$ cat src/rtl/uart_rx_fifo.sv
// Oversampling UART receiver with a show-ahead receive FIFO.
// Frames are start + DATA_BITS (LSB first) + optional parity + STOP_BITS.
// Each completed word is stored together with its framing and parity flags.
module uart_rx_fifo #(
  parameter int TICK_DIV   = 130,
  parameter int OVERSAMPLE = 16,
  parameter int DATA_BITS  = 8,
  parameter int PARITY     = 0,
  parameter int STOP_BITS  = 1,
  parameter int DEPTH      = 8
) (
  input  logic                   clk,
  input  logic                   reset,
  input  logic                   rx,
  output logic [DATA_BITS-1:0]   out_data,
  output logic                   out_frame_err,
  output logic                   out_parity_err,
  output logic                   out_valid,
  input  logic                   out_ready,
  output logic [$clog2(DEPTH):0] level,
  output logic                   overrun,
  input  logic                   clear_overrun
);

  localparam int TDW = (TICK_DIV > 1) ? $clog2(TICK_DIV) : 1;
  localparam int OSW = $clog2(OVERSAMPLE);
  localparam int BW  = $clog2(DATA_BITS + 1);
  localparam int AW  = $clog2(DEPTH);
  localparam int LW  = AW + 1;
  localparam int EW  = DATA_BITS + 2;

  localparam logic [TDW-1:0] TICK_LAST = TDW'(TICK_DIV - 1);
  localparam logic [OSW-1:0] HALF_LAST = OSW'(OVERSAMPLE / 2 - 1);
  localparam logic [OSW-1:0] FULL_LAST = OSW'(OVERSAMPLE - 1);
  localparam logic [BW-1:0]  DATA_LAST = BW'(DATA_BITS - 1);
  localparam logic [BW-1:0]  STOP_LAST = BW'(STOP_BITS - 1);
  localparam logic [LW-1:0]  LVL_FULL  = LW'(DEPTH);

  typedef enum logic [2:0] {
    IDLE, START, DATA, PAR, STOP, PUSH, BRK_WAIT
  } state_e;

  state_e               state_q, state_d;
  logic                 rx_meta_q, rxs_q;
  logic [TDW-1:0]       tdiv_q;
  logic [OSW-1:0]       tcnt_q;
  logic [DATA_BITS-1:0] shreg_q, shreg_d;
  logic [BW-1:0]        bcnt_q, bcnt_d;
  logic                 ferr_q, ferr_d;
  logic                 perr_q, perr_d;
  logic                 tick, sample, start_entry, push;

  logic [EW-1:0]        mem_q [DEPTH];
  logic [AW-1:0]        wr_q, rd_q;
  logic [LW-1:0]        level_q;
  logic                 overrun_q;
  logic                 full, pop, wr_en, drop;
  logic [EW-1:0]        head;

  // Two-flop synchroniser; idles high so reset never looks like a start bit.
  always_ff @(posedge clk) begin
    if (reset) begin
      rx_meta_q <= 1'b1;
      rxs_q     <= 1'b1;
    end else begin
      rx_meta_q <= rx;
      rxs_q     <= rx_meta_q;
    end
  end

  assign tick        = (tdiv_q == TICK_LAST);
  assign start_entry = (state_q == IDLE) && !rxs_q;
  // Mid start bit after OVERSAMPLE/2 ticks, then one full bit period per sample.
  assign sample      = tick && (tcnt_q == ((state_q == START) ? HALF_LAST : FULL_LAST));

  // Oversample tick divider, realigned to the falling edge of each start bit.
  always_ff @(posedge clk) begin
    if (reset || start_entry || tick) tdiv_q <= '0;
    else                              tdiv_q <= tdiv_q + 1'b1;
  end

  // Ticks within the current bit; restarts at frame start and at every sample.
  always_ff @(posedge clk) begin
    if (reset || start_entry) tcnt_q <= '0;
    else if (tick) begin
      if (sample) tcnt_q <= '0;
      else        tcnt_q <= tcnt_q + 1'b1;
    end
  end

  // Receiver state and per-frame datapath registers.
  always_ff @(posedge clk) begin
    if (reset) begin
      state_q <= IDLE;
      shreg_q <= '0;
      bcnt_q  <= '0;
      ferr_q  <= 1'b0;
      perr_q  <= 1'b0;
    end else begin
      state_q <= state_d;
      shreg_q <= shreg_d;
      bcnt_q  <= bcnt_d;
      ferr_q  <= ferr_d;
      perr_q  <= perr_d;
    end
  end

  // Frame sequencing: samples land at bit centres, PUSH lasts one clock.
  always_comb begin
    state_d = state_q;
    shreg_d = shreg_q;
    bcnt_d  = bcnt_q;
    ferr_d  = ferr_q;
    perr_d  = perr_q;
    push    = 1'b0;
    unique case (state_q)
      IDLE: begin
        if (!rxs_q) state_d = START;
      end
      START: begin
        if (sample) begin
          if (rxs_q) state_d = IDLE;   // start bit did not survive: glitch
          else begin
            state_d = DATA;
            bcnt_d  = '0;
            ferr_d  = 1'b0;
            perr_d  = 1'b0;
          end
        end
      end
      DATA: begin
        if (sample) begin
          shreg_d = {rxs_q, shreg_q[DATA_BITS-1:1]};
          if (bcnt_q == DATA_LAST) begin
            bcnt_d  = '0;
            state_d = (PARITY != 0) ? PAR : STOP;
          end else begin
            bcnt_d = bcnt_q + 1'b1;
          end
        end
      end
      PAR: begin
        if (sample) begin
          if (PARITY == 1) perr_d = ~(^{shreg_q, rxs_q});
          else             perr_d =   ^{shreg_q, rxs_q};
          state_d = STOP;
        end
      end
      STOP: begin
        if (sample) begin
          if (!rxs_q) ferr_d = 1'b1;
          if (bcnt_q == STOP_LAST) state_d = PUSH;
          else                     bcnt_d  = bcnt_q + 1'b1;
        end
      end
      PUSH: begin
        push    = 1'b1;
        // A low stop bit may be a break; wait for idle so it yields one word.
        state_d = ferr_q ? BRK_WAIT : IDLE;
      end
      BRK_WAIT: begin
        if (rxs_q) state_d = IDLE;
      end
      default: state_d = IDLE;
    endcase
  end

  assign full  = (level_q == LVL_FULL);
  assign pop   = out_valid && out_ready;
  // A pop in the same cycle frees the slot, so a full FIFO can still accept.
  assign wr_en = push && (!full || pop);
  assign drop  = push && full && !pop;

  // FIFO storage; the slot under the write pointer is free or being popped.
  always_ff @(posedge clk) begin
    if (wr_en) mem_q[wr_q] <= {ferr_q, perr_q, shreg_q};
  end

  // Wrapping pointers and occupancy count.
  always_ff @(posedge clk) begin
    if (reset) begin
      wr_q    <= '0;
      rd_q    <= '0;
      level_q <= '0;
    end else begin
      if (wr_en) wr_q <= wr_q + 1'b1;
      if (pop)   rd_q <= rd_q + 1'b1;
      case ({wr_en, pop})
        2'b10:   level_q <= level_q + 1'b1;
        2'b01:   level_q <= level_q - 1'b1;
        default: level_q <= level_q;
      endcase
    end
  end

  // Sticky overrun; a drop in the same cycle as a clear keeps it set.
  always_ff @(posedge clk) begin
    if (reset)              overrun_q <= 1'b0;
    else if (drop)          overrun_q <= 1'b1;
    else if (clear_overrun) overrun_q <= 1'b0;
  end

  // Show-ahead head, forced to zero when empty so stale entries never leak.
  assign head           = mem_q[rd_q];
  assign out_valid      = (level_q != '0);
  assign out_data       = out_valid ? head[DATA_BITS-1:0] : '0;
  assign out_parity_err = out_valid & head[DATA_BITS];
  assign out_frame_err  = out_valid & head[DATA_BITS+1];
  assign level          = level_q;
  assign overrun        = overrun_q;

endmodule

$ cat config.mk
export PLATFORM = sky130hd
export DESIGN_NAME = uart_rx_fifo
export DESIGN_NICKNAME = d
export VERILOG_FILES = /design/src/rtl/uart_rx_fifo.sv
export SDC_FILE = /design/constraint.sdc
export NUM_CORES = 1
export LEC_CHECK = 0
export ABC_AREA = 1
export BUFFER_PORTS_ARGS = -buffer_cell sky130_fd_sc_hd__buf_2
export CELL_PAD_IN_SITES_DETAIL_PLACEMENT = 0
export CELL_PAD_IN_SITES_GLOBAL_PLACEMENT = 2
export CORE_AREA = 10 10 127 129
export CTS_BUF_LIST = sky130_fd_sc_hd__clkbuf_8
export DETAILED_ROUTE_END_ITERATION = 10
export DIE_AREA = 0 0 137 139
export MAX_ROUTING_LAYER = met4
export PLACE_DENSITY_LB_ADDON = 0.1
export SLEW_MARGIN = 20
export SYNTH_ARGS = -nofsm -noshare
export SYNTH_HDL_FRONTEND = slang
export SYNTH_SLANG_ARGS = --single-unit
$ cat constraint.sdc
create_clock -name clk -period 2.3 [get_ports clk]
set_input_delay 0.46 -clock clk [delete_from_list [all_inputs] [get_ports clk]]
set_output_delay 0.46 -clock clk [all_outputs]
set_load 0.01 [all_outputs]
Yosys cells after proc, flatten, opt, wreduce, memory -nomap -nowiden
Memory sizes are Yosys's and may differ from the RTL's. A register that Yosys moved wholly into a read port is not among the register bits.
Cells that the tools add are included.
- flip-flop bits (word level): 42
- bits of input ports: 5
- logic and storage cells: 108
- RAM bits: 80
- memories: 1
- memories (name ; words ; width ; rd ports ; clocked after Yosys merged registers in ; write ports ; RTL line ; text):
    mem_q ; 8 ; 10 ; 1 ; 1 ; 1 ; 53 ; logic [EW-1:0] mem_q [DEPTH];
- reductions and logical operators: 26
- $add $sub $neg: 7
- equality and inequality tests: 23
- muxes and demuxes: 36
- bitwise logic cells: 2
- operators with widths (operator ; number):
    $mux 3 ; 11
    $mux 4 ; 8
    $ne 2x2->1 const B ; 11
    $pmux 3 s7 ; 1
    $add 4x1->4 const B ; 3
    $pmux 4 s3 ; 1
    $mux 1 ; 10
    $eq 3x3->1 const B ; 3
    $reduce_xor 9->1 ; 1
    $add 8x1->8 const B ; 1
    $eq 8x8->1 const B ; 1
    $mux 8 ; 1
    $pmux 4 s2 ; 1
    $reduce_and 8->1 ; 1
    $reduce_bool 2->1 ; 4
    $add 3x1->3 const B ; 2
    $eq 3x2->1 const B ; 2
    $logic_and 1x1->1 ; 6
    $reduce_and 6->1 ; 1
    $reduce_and 5->1 ; 1
    $eq 4x3->1 const B ; 1
    $eq 4x4->1 ; 1
    $eq 4x4->1 const B ; 1
    $logic_not 4->1 ; 1
    other kinds (14) ; 20

Depth between registers and ports, before layout
- depth after elaboration: 6
- depth in mapped cells: 14
- mapped depth without buffers: 14

Worst setup path before layout
OpenSTA, ideal clock, no wires.
- path kind: register -> register
- from: register state_q[1]
- to: memory mem_q[0][0] (netlist name), enable pin
- data arrival time: 1427 ps
- buffers on the path: 0
- path slack: 497 ps
- stages on the path, launching flop included: 8
- cell sequence: dfxtp_1 > inv_1 > nand3_1 > inv_2 > nand2_1 > inv_2 > nand2_1 > nor2_1
- cells in the longest elaborated chain, start to end: 5
- ends and longest elaborated chain (what ; RTL line ; text):
    start: declaration ; 43 ; state_e state_q, state_d;
    start signal: assignment ; 100 ; state_q <= state_d;
    $eq 3x3->1 ; 116 ; unique case (state_q)
    $mux 1 ; 116 ;
    $logic_and 1x1->1 ; 171 ; assign wr_en = push && (!full || pop);
    $mux 1 ; 176 ; if (wr_en) mem_q[wr_q] <= {ferr_q, perr_q, shreg_q};
    $mux 1 (not written as such) ; 176 ;
    end: declaration ; 53 ;
No other way between the ends.

==> run summary <==
Worst EP required -> 1.84 ns
Post-Syn Area per Cell -> 9.39 µm²
WL final -> 12.3 mm
Post-synth top area share -> 44.2%
Effective utilization at floorplan -> 39.8%
Grt ovf -> 0
Avg WL per Cell -> 15.2 µm
Fin. max-slew vios -> 0
CTS tree -> yes
Endpoints failing setup -> 0
Mapped Cells -> 579
Net count after synthesis -> 592
Slowest Stage Delay on Critical Path -> 0.38 ns
# nets final -> 634
Antenna cell count -> 0
Slowest CP cell -> dfxtp_4
DRC Markers -> 0
Setup TNS -> 0 ns
Largest net degree at the start of global routing -> 41
Total track usage -> 13.8%
CP delay by family, top -> buffers and inverters
Tcrit/Tclk final -> 96.4%
Type of origin of the critical path -> flop
Post-synth EDFFs -> 80
Max Root-Sink Buffers -> 2
First-pass GRT wire length -> 20.0 mm
Layout cell share with drive strength beyond 1 -> 16.1%
Synth area leader -> edfxtp_1
P_leak -> 0.00253 µW
Clk Latency, worst-skew pair -> 0.43 ns
Clock Skew -> 0.00938 ns
Width of the die -> 137 µm
Core Area -> 13700 µm²
Input/output buffers -> 20
Critical path cell sequence -> inv_6 > bufbuf_16 > nor2_1 > o32ai_1 > nor2_1 > nor2_1 > buf_2
Gpl congestion -> 0.761
Worst-margin pin slew -> 0.510 ns
Placed insts -> 779
Max-slew headroom -> 65.8%
Hpwl dp -> 8.21 mm
Synth cell types -> 33
Synth async-reset ratio -> 0%
CTS Sinks -> 125
Via count -> 3982
Finished Core Util -> 46.7%
Post-route insts no fill -> 813
IO Pins -> 21
Placement Setup Slack -> 0.420 ns
Most common cell after layout, fill and taps aside -> nor2_1
Outcome -> finished, final reports clean
Num rows -> 43
RSZ-0062 raised after global routing -> yes
Final setup margin -> 0.0832 ns
Vias per cell -> 4.90
WP buf/inv -> 3
Synthesized area -> 5440 µm²
TritonCTS Buffers -> 17
Placed instance area -> 5840 µm²
Die area -> 19000 µm²
Final min period -> 2.22 ns
Ys flop type -> edfxtp_1
Fin. Hold Viols -> 0
Most frequent cells in the layout -> nor2_1 (121), nand2_1 (80), edfxtp_1 (80)
Antenna violations before repair -> 0
Area grow syn2layout -> 17.4%
Crit path DAT -> 1.76 ns
Worst setup path class -> flop to output pin
Largest cells by area after synthesis -> edfxtp_1 (44%), dfxtp_1 (17%), nor2_1 (8.6%)
Max Cap Violations -> 0
H-tree levels -> 4
CP Capture Type -> output pin
Max Clock Freq -> 0.451 GHz
Cell Pwr Density -> 1060 nW/µm²
Most frequent CP cell -> nor2_1
VDD IR max -> 0.000437 V
Syn. warnings -> 0
First drt pass iteration count -> 4
Die height -> 139 µm
Initial drt markers -> 198
Root Driver -> clkbuf_8
Clk pin slew, worst setup/hold paths -> 0.07 ns
Hold buffer count at CTS -> 0
Vias in the first global route -> 3844
Design Area, Final -> 6390 µm²
Hold Path Class -> input port to flop
Synth Register Bits -> 125
DRT antenna net count -> 0
Critical path peak fanout -> 13
Register area share after synthesis -> 60.7%
-- worst paths after layout --
path | startpoint | end | slack, ns | cells past startpoint
worst max register to register | state_q[1] | mem_q[2][8] | 0.48 | 8
worst min register to register | rx_meta_q | rxs_q | 0.41 | 1
worst max-delay path | flop | out_frame_err | 0.08 | 7
worst min-delay path | rx | rx_meta_q | 0.21 | 2
-- power breakdown --
group | total, µW | switching [µW] | internal, µW
Sequential | 2620 | 136 | 2480
Combinational | 2250 | 1350 | 901
Clock | 1900 | 853 | 1050
Total | 6770 | 2340 | 4430
-- kinds of logic after synthesis --
| group | after synthesis | synth area share (%) |
|---|---|---|
| adder cells (fa/ha/maj) | 8 | 1.84 |
| flip-flops | 125 | 60.7 |
| buffers and inverters | 84 | 5.94 |
| XOR/XNOR | 5 | 0.805 |
| AO/OA/AOI/OAI | 105 | 11.3 |
| AND/OR/NAND/NOR | 252 | 19.4 |
-- cell type report --
class                           count  area [µm²]
Inverter                           66         253
Clock inverter                     14         154
Timing Repair Buffer               41         332
Clock buffer                       17         234
Sequential cell                   125        3310
Fill cell                        1323        7280
Tap cell                          180         225
Multi-Input combinational cell    370        1880
-- per-stage QoR --
step | power, µW | hold WS [ns]
after detailed placement | 4670 | 0.395
after global placement | 4670 | 0.391
final | 6770 | 0.206
after CTS | 6790 | 0.168
after floorplan | 3990 | 0.389
after global routing | 7240 | 0.184
-- Yosys cell counts (2+ instances only) --
| master | number |
|---|---|
| a21oi_1 | 31 |
| a31oi_1 | 3 |
| clkbuf_1 | 16 |
| dfxtp_1 | 45 |
| edfxtp_1 | 80 |
| ha_1 | 8 |
| inv_1 | 60 |
| inv_2 | 5 |
| nand2_1 | 80 |
| nand2_2 | 3 |
| nand3_1 | 23 |
| nand4_1 | 3 |
| nor2_1 | 124 |
| nor2_4 | 2 |
| nor3_1 | 8 |
| o21ai_0 | 43 |
| o21ai_1 | 6 |
| o32ai_1 | 20 |
| or2_2 | 2 |
| xnor2_1 | 2 |
| xor2_1 | 3 |
-- registers in the layout (all words and copies together) (netlist names), named ones only --
name / flops
rd_q: 3
tdiv_q: 8
rx_meta_q: 1
level: 4
perr_q: 1
overrun: 1
shreg_q: 8
state_q: 3
wr_q: 3
ferr_q: 1
mem_q: 80
tcnt_q: 4
bcnt_q: 4
rxs_q: 1
-- timing repair --
item	in CTS	in global routing
gates resized for setup	17	14
endpoints found under the setup margin	6	9
pin swaps	3	5
cloned	2	0
setup buffers	1	0
-- routing by layer --
metal	track usage (%)	part of all wire, %	vias up
li1	-	-	2048
met1	16.7	46	1864
met2	21.4	49	61
met3	3.91	3.9	9
met4	5.27	0.57	0
met5	-	0	-
(Power assumes the default switching activity.)
